## config.mk

```make
export PLATFORM = sky130hd
export DESIGN_NAME = gate_scheduler
export DESIGN_NICKNAME = d
export VERILOG_FILES = /design/src/rtl/gate_scheduler_pkg.sv /design/src/rtl/sat_counter.sv /design/src/rtl/gate_scheduler.sv
export SDC_FILE = /design/constraint.sdc
export NUM_CORES = 1
export LEC_CHECK = 0
export CAP_MARGIN = 20
export CORE_MARGIN = 3
export CORE_UTILIZATION = 40
export DETAILED_ROUTE_END_ITERATION = 7
export PLACE_DENSITY = 0.69
export SLEW_MARGIN = 10
export SYNTH_ARGS = -nofsm -noshare
export SYNTH_HDL_FRONTEND = slang
export SYNTH_SLANG_ARGS = --single-unit
```

## constraint.sdc

```tcl
create_clock -name clk -period 10.35 [get_ports clk]
set_clock_uncertainty 0.2 [all_clocks]
set_input_delay 1.5525 -clock clk [delete_from_list [all_inputs] [get_ports clk]]
set_output_delay 1.5525 -clock clk [all_outputs]
set_load 0.02 [all_outputs]
```

## src/rtl/gate_scheduler_pkg.sv

```systemverilog
// Shared types and defaults for the gate_scheduler photon-counting window sequencer.
package gate_scheduler_pkg;

  localparam int IDX_W      = 16;

  localparam int DEF_NCH    = 2;
  localparam int DEF_CNT_W  = 16;
  localparam int DEF_WIN_W  = 32;
  localparam int DEF_SETTLE = 16;
  localparam int DEF_DRAIN  = 32;

  typedef enum logic [2:0] {
    ST_IDLE,
    ST_SETTLE,
    ST_GATE,
    ST_DRAIN,
    ST_REPORT
  } state_t;

endpackage

```

## src/rtl/sat_counter.sv

```systemverilog
// Saturating up-counter with synchronous clear and a sticky overflow flag.
module sat_counter #(
  parameter int W = 16
) (
  input  logic         clk,
  input  logic         rst,
  input  logic         clr,
  input  logic         inc,
  output logic [W-1:0] count,
  output logic         ovf
);

  // NOTE: sequential state uses non-blocking assignments only, so every flop samples pre-edge values.
  always_ff @(posedge clk or posedge rst) begin
    if (rst) begin
      count <= '0;
      ovf   <= 1'b0;
    end else if (clr) begin
      count <= '0;
      ovf   <= 1'b0;
    end else if (inc) begin
      if (&count) ovf   <= 1'b1;
      else        count <= count + 1'b1;
    end
  end

endmodule

```

## src/rtl/gate_scheduler.sv

```systemverilog
// Per-pattern integration window sequencer: settle, gate, drain, then report counts.
// Optional coincidence counter enabled by defining GATE_SCHEDULER_COINC_EN.
module gate_scheduler
  import gate_scheduler_pkg::*;
#(
  parameter int NCH    = DEF_NCH,
  parameter int CNT_W  = DEF_CNT_W,
  parameter int WIN_W  = DEF_WIN_W,
  parameter int SETTLE = DEF_SETTLE,
  parameter int DRAIN  = DEF_DRAIN
) (
  input  logic                 clk,
  input  logic                 rst,
  input  logic                 start,
  input  logic                 abort,
  input  logic [WIN_W-1:0]     cfg_window,
  input  logic [NCH-1:0]       pulse_in,
  output logic [NCH-1:0]       shaper_en,
  output logic                 busy,
  output logic                 res_valid,
  input  logic                 res_ready,
  output logic [NCH*CNT_W-1:0] res_count,
  output logic [NCH-1:0]       res_overflow,
  output logic [IDX_W-1:0]     res_index,
  output logic                 err_overrun
`ifdef GATE_SCHEDULER_COINC_EN
  ,
  output logic [CNT_W-1:0]     res_coinc
`endif
);

  state_t            state, next_state;
  logic [WIN_W-1:0]  timer;
  logic [WIN_W-1:0]  win_q;
  logic              busy_d, valid_d;
  logic [NCH-1:0]    shaper_d;

  wire accept     = (state == ST_IDLE) && start && !abort;
  wire timer_zero = (timer == '0);
  wire counting   = (state == ST_GATE) || (state == ST_DRAIN);
  wire handshake  = (state == ST_REPORT) && res_ready;

  always_ff @(posedge clk or posedge rst) begin
    if (rst) begin
      state     <= ST_IDLE;
      busy      <= 1'b0;
      shaper_en <= '0;
      res_valid <= 1'b0;
    end else begin
      state     <= next_state;
      busy      <= busy_d;
      shaper_en <= shaper_d;
      res_valid <= valid_d;
    end
  end

  // NOTE: every combinational output gets a default first so no path can infer a latch.
  always_comb begin
    next_state = state;
    case (state)
      ST_IDLE:   if (start && !abort)  next_state = ST_SETTLE;
      ST_SETTLE: if (abort)            next_state = ST_IDLE;
                 else if (timer_zero)  next_state = ST_GATE;
      ST_GATE:   if (abort)            next_state = ST_IDLE;
                 else if (timer_zero)  next_state = ST_DRAIN;
      ST_DRAIN:  if (abort)            next_state = ST_IDLE;
                 else if (timer_zero)  next_state = ST_REPORT;
      ST_REPORT: if (res_ready || abort) next_state = ST_IDLE;
      default:                         next_state = ST_IDLE;
    endcase
  end

  // Outputs are decoded from next_state and registered, so they line up with the state register.
  always_comb begin
    busy_d   = 1'b0;
    valid_d  = 1'b0;
    shaper_d = '0;
    case (next_state)
      ST_SETTLE, ST_GATE: begin
        busy_d   = 1'b1;
        shaper_d = '1;
      end
      ST_DRAIN:  busy_d = 1'b1;
      ST_REPORT: begin
        busy_d  = 1'b1;
        valid_d = 1'b1;
      end
      default: ;
    endcase
  end

  // Phase timer reloads with (length-1) on every state entry; the phase ends when it reads zero.
  always_ff @(posedge clk or posedge rst) begin
    if (rst) begin
      timer       <= '0;
      win_q       <= WIN_W'(1);
      res_index   <= '0;
      err_overrun <= 1'b0;
    end else begin
      if (accept)
        win_q <= (cfg_window == '0) ? WIN_W'(1) : cfg_window;

      if (next_state != state) begin
        case (next_state)
          ST_SETTLE: timer <= WIN_W'(SETTLE - 1);
          ST_GATE:   timer <= win_q - 1'b1;
          ST_DRAIN:  timer <= WIN_W'(DRAIN - 1);
          default:   timer <= '0;
        endcase
      end else if (!timer_zero) begin
        timer <= timer - 1'b1;
      end

      if (handshake)
        res_index <= res_index + 1'b1;

      if (start && (state != ST_IDLE))
        err_overrun <= 1'b1;
    end
  end

  for (genvar i = 0; i < NCH; i++) begin : g_ch
    sat_counter #(.W(CNT_W)) u_cnt (
      .clk   (clk),
      .rst   (rst),
      .clr   (accept),
      .inc   (counting && pulse_in[i]),
      .count (res_count[i*CNT_W +: CNT_W]),
      .ovf   (res_overflow[i])
    );
  end

`ifdef GATE_SCHEDULER_COINC_EN
  logic coinc_ovf_unused;

  sat_counter #(.W(CNT_W)) u_coinc (
    .clk   (clk),
    .rst   (rst),
    .clr   (accept),
    .inc   (counting && (&pulse_in)),
    .count (res_coinc),
    .ovf   (coinc_ovf_unused)
  );
`endif

endmodule

```

==> impl_results.md <==
- Outcome: finished, final reports clean
- Antenna violations before repair: 0
- Routed Antenna Nets: 0
- Pin count of the biggest net entering global routing: 70
- Via count: 5251
- ANT cells: 0
- Area Overhead vs Synth: 26.5%
- DIE AREA: 17900 sq um
- Worst Path Arrival: 3.99 ns
- Routed len/inst: 15.2 um
- Syn_nets: 738
- Pins Over Slew Limit: 0
- Worst-Skew Late Latency: 0.42 ns
- Synth cell types: 60
- Die Ht: 134 um
- Top cells by area, synth: dfrtp_1, xnor2_1, nand2_1, xor2_1, nor2_1
- Synth Flop Type: dfrtp_1
- Sequential-to-total area share from yosys stat: 0.464
- Area share of the largest cell type after synthesis: 0.460
- IO Port Bufs: 93
- First-pass iteration count of the detailed router: 4
- Synthesized netlist cell count: 694
- First-pass GRT wire length: 26100 um
- Gates resized, CTS repair: 0
- Io pins: 94
- CTS Buf Count: 17
- Max-cap violations: 0
- Die width: 134 um
- Congestion Overflow GR: 0
- Total Neg Setup Slack: 0 ns
- Crit Path Max Fanout: 69
- Final Setup Violations: 0
- Clk root buf: clkbuf_16
- Overall power: 0.00201 W
- Final wirelength: 15500 um
- Slowest cell on the critical path: buf_4
- Critical setup path kind: in -> reg
- Post-synthesis compound-gate area fraction: 0.0971
- Final hold violation count: 0
- Dpl ws: 6.08 ns
- FFs w/ async S/R, synth: 1.00
- Largest family of logic cells by synthesized area: simple AND/OR/NAND/NOR gates
- GRT Resource Usage Total: 0.180
- Via/cell ratio: 5.16
- Flops & latches, synth: 121
- CTS Sinks: 121
- Final WS setup: 6.50 ns
- Final HPWL from detailed placement: 10900 um
- Hold Path Class: reg -> reg
- CP max stage delay: 0.53 ns
- Share of layout cells above drive strength 1: 0.0948
- Fin crit share: 0.372
- Pwr Density: 243 nW/um^2
- Starting DRT DRC Count: 250
- Htree depth: 4
- Worst-path clk slew: 0.06 ns
- CTS tree: built
- DR DRC count: 0
- Worst-Margin Slew: 0.974 ns
- Total Nets Final: 833
- Area share of fa/ha/maj cells after synthesis: 0.00957
- Worst Path Required: 10.49 ns
- Xor/xnor share of the synthesized area: 0.130
- Vias in the first global route: 5140
- CTS max path bufs: 2
- Post-synthesis cell area: 6530 sq um
- Worst setup EP type: register
- Max Freq: 260 MHz
- Maximum vdd ir drop: 0.000167 V
- Post-synth EDFFs: 0
- Worst-path cell chain: clkdlybuf4s50_1, nor2b_1, and2_2, buf_4, o221ai_1, or3_1, a21oi_1
- Syn avg cell area: 9.41 sq um
- Gp weighted congestion: 0.845
- Delay-heaviest family, CP: buffers and inverters
- Crit path launch type: input port
- Leakage: 3.48 nW
- Yosys top cell by area: dfrtp_1
- RSZ-0062 raised after global routing: false
- Post-CTS Hold Buffers: 0
- Starting density of the core: 0.410
- Core Area: 15900 sq um
- Ys Warns: 0
- Buffers & Inverters on Critical Path: 2
- Mux contribution to synthesized area: 0.00862
- Worst slew margin: 0.344
- # rows: 46
- Setup bufs post-CTS: 0
- Post-layout min period: 3.85 ns
- Post-Synth Simple-Gate Area: 0.260
==> synth_stat cells, types with 7 or more instances <==
master,instances
inv_1,14
nand3_1,19
nor4_1,24
clkbuf_1,13
or3_1,12
nand4_1,21
xor2_1,36
o21ai_0,16
xnor2_1,61
nor2_1,69
o22ai_2,20
nand2_1,132
dfrtp_1,120
nor3_1,25
or4_1,7
a21oi_1,14
and3_1,9
==> report_power, final <==
group          switching [W]  internal [W]  leakage, nW
combinational       0.000407      0.000287         1.57
sequential          0.000116      0.000573         1.61
clock               0.000211      0.000413        0.294
==> area by class of cell <==
class	instances	area, sq um
clock inverter	12	173
clock buffer	20	457
multi-input combinational	536	3300
fill	1445	7680
sequential	121	3030
timing repair buffer	99	976
tap	216	270
inverter	14	55.1
==> cell usage in the layout, fill, tap and decap left out, types with 2 or more instances in the layout <==
master / netlist / layout
ha_1: 5 / 5
clkbuf_16: 0 / 17
clkbuf_8: 0 / 2
o22a_1: 2 / 2
or4_4: 2 / 2
nand3_1: 19 / 19
or4_1: 7 / 7
and3_1: 9 / 9
or4_2: 2 / 2
clkinv_2: 0 / 3
a31oi_1: 3 / 3
mux2i_1: 3 / 3
nand2_1: 132 / 132
a22oi_1: 2 / 2
nor2b_1: 4 / 4
a211oi_1: 6 / 6
nor2_1: 69 / 69
nor3_1: 25 / 25
xnor2_1: 61 / 61
or3_1: 12 / 12
o22ai_1: 4 / 4
nand4b_1: 2 / 2
a21o_1: 3 / 3
a21oi_1: 14 / 14
nand4_1: 21 / 21
and4_1: 5 / 5
clkinvlp_4: 0 / 5
o22ai_2: 20 / 20
clkdlybuf4s50_1: 0 / 93
dfrtp_1: 120 / 120
nor4_1: 24 / 24
xor2_1: 36 / 36
o21ai_0: 16 / 16
and2_1: 4 / 3
bufinv_16: 0 / 4
inv_1: 14 / 13
buf_4: 4 / 6
==> per-layer routing <==
metal / vias up / track usage / part of all wire
li1: 2629 / - / -
met1: 2484 / 0.251 / 0.47
met2: 113 / 0.275 / 0.47
met3: 25 / 0.0409 / 0.037
met4: 0 / 0.0691 / 0.021
met5: - / 0 / 0
==> registers in the layout, summed over array words and instances (netlist names) <==
register,cells
win_q,32
g_ch.u_cnt.ovf,2
res_index,16
res_valid,1
err_overrun,1
state,3
g_ch.u_cnt.count,32
shaper_en,1
timer,32
busy,1
==> per-stage QoR <==
step / utilization / cell area [sq um] / hold slack, ns / instances
4_1_cts: 0.518 / 8260 / 0.278 / 1018
3_3_place_gp: 0.479 / 7630 / 0.259 / 986
2_1_floorplan: - / 6530 / 0.264 / 694
5_1_grt: 0.518 / 8260 / 0.287 / 1018
3_5_place_dp: 0.479 / 7630 / 0.265 / 986
6_report: 0.518 / 8260 / 0.267 / 1018
==> path summary, 6_finish.rpt <==
path                                                start                            endpoint  slack [ns]  cells past startpoint
worst max-delay path                                start  g_ch[1].u_cnt.count[9]$_DFFE_PP0P_        6.50                      7
worst min-delay path            res_index[15]$_DFFE_PP0P_           res_index[15]$_DFFE_PP0P_        0.27                      1
worst max register to register      timer[20]$_DFFE_PP0P_               timer[28]$_DFFE_PP0P_        7.22                      5
worst min register to register  res_index[15]$_DFFE_PP0P_           res_index[15]$_DFFE_PP0P_        0.27                      1
max in group asynchronous                             rst               win_q[20]$_DFFE_PP0P_        7.30                      3
min in group asynchronous                             rst             err_overrun$_DFFE_PP0P_        1.47                      2
==> kinds of logic (layout without fill, tap and decap cells) <==
kind of cell | after synthesis | count (layout)
XOR/XNOR | 97 | 97
adder cells (fa/ha/maj) | 5 | 5
AO/OA/AOI/OAI | 80 | 80
buffers and inverters | 37 | 145
flip-flops | 121 | 121
AND/OR/NAND/NOR | 349 | 349
multiplexers | 5 | 5
(Power assumes the default switching activity.)
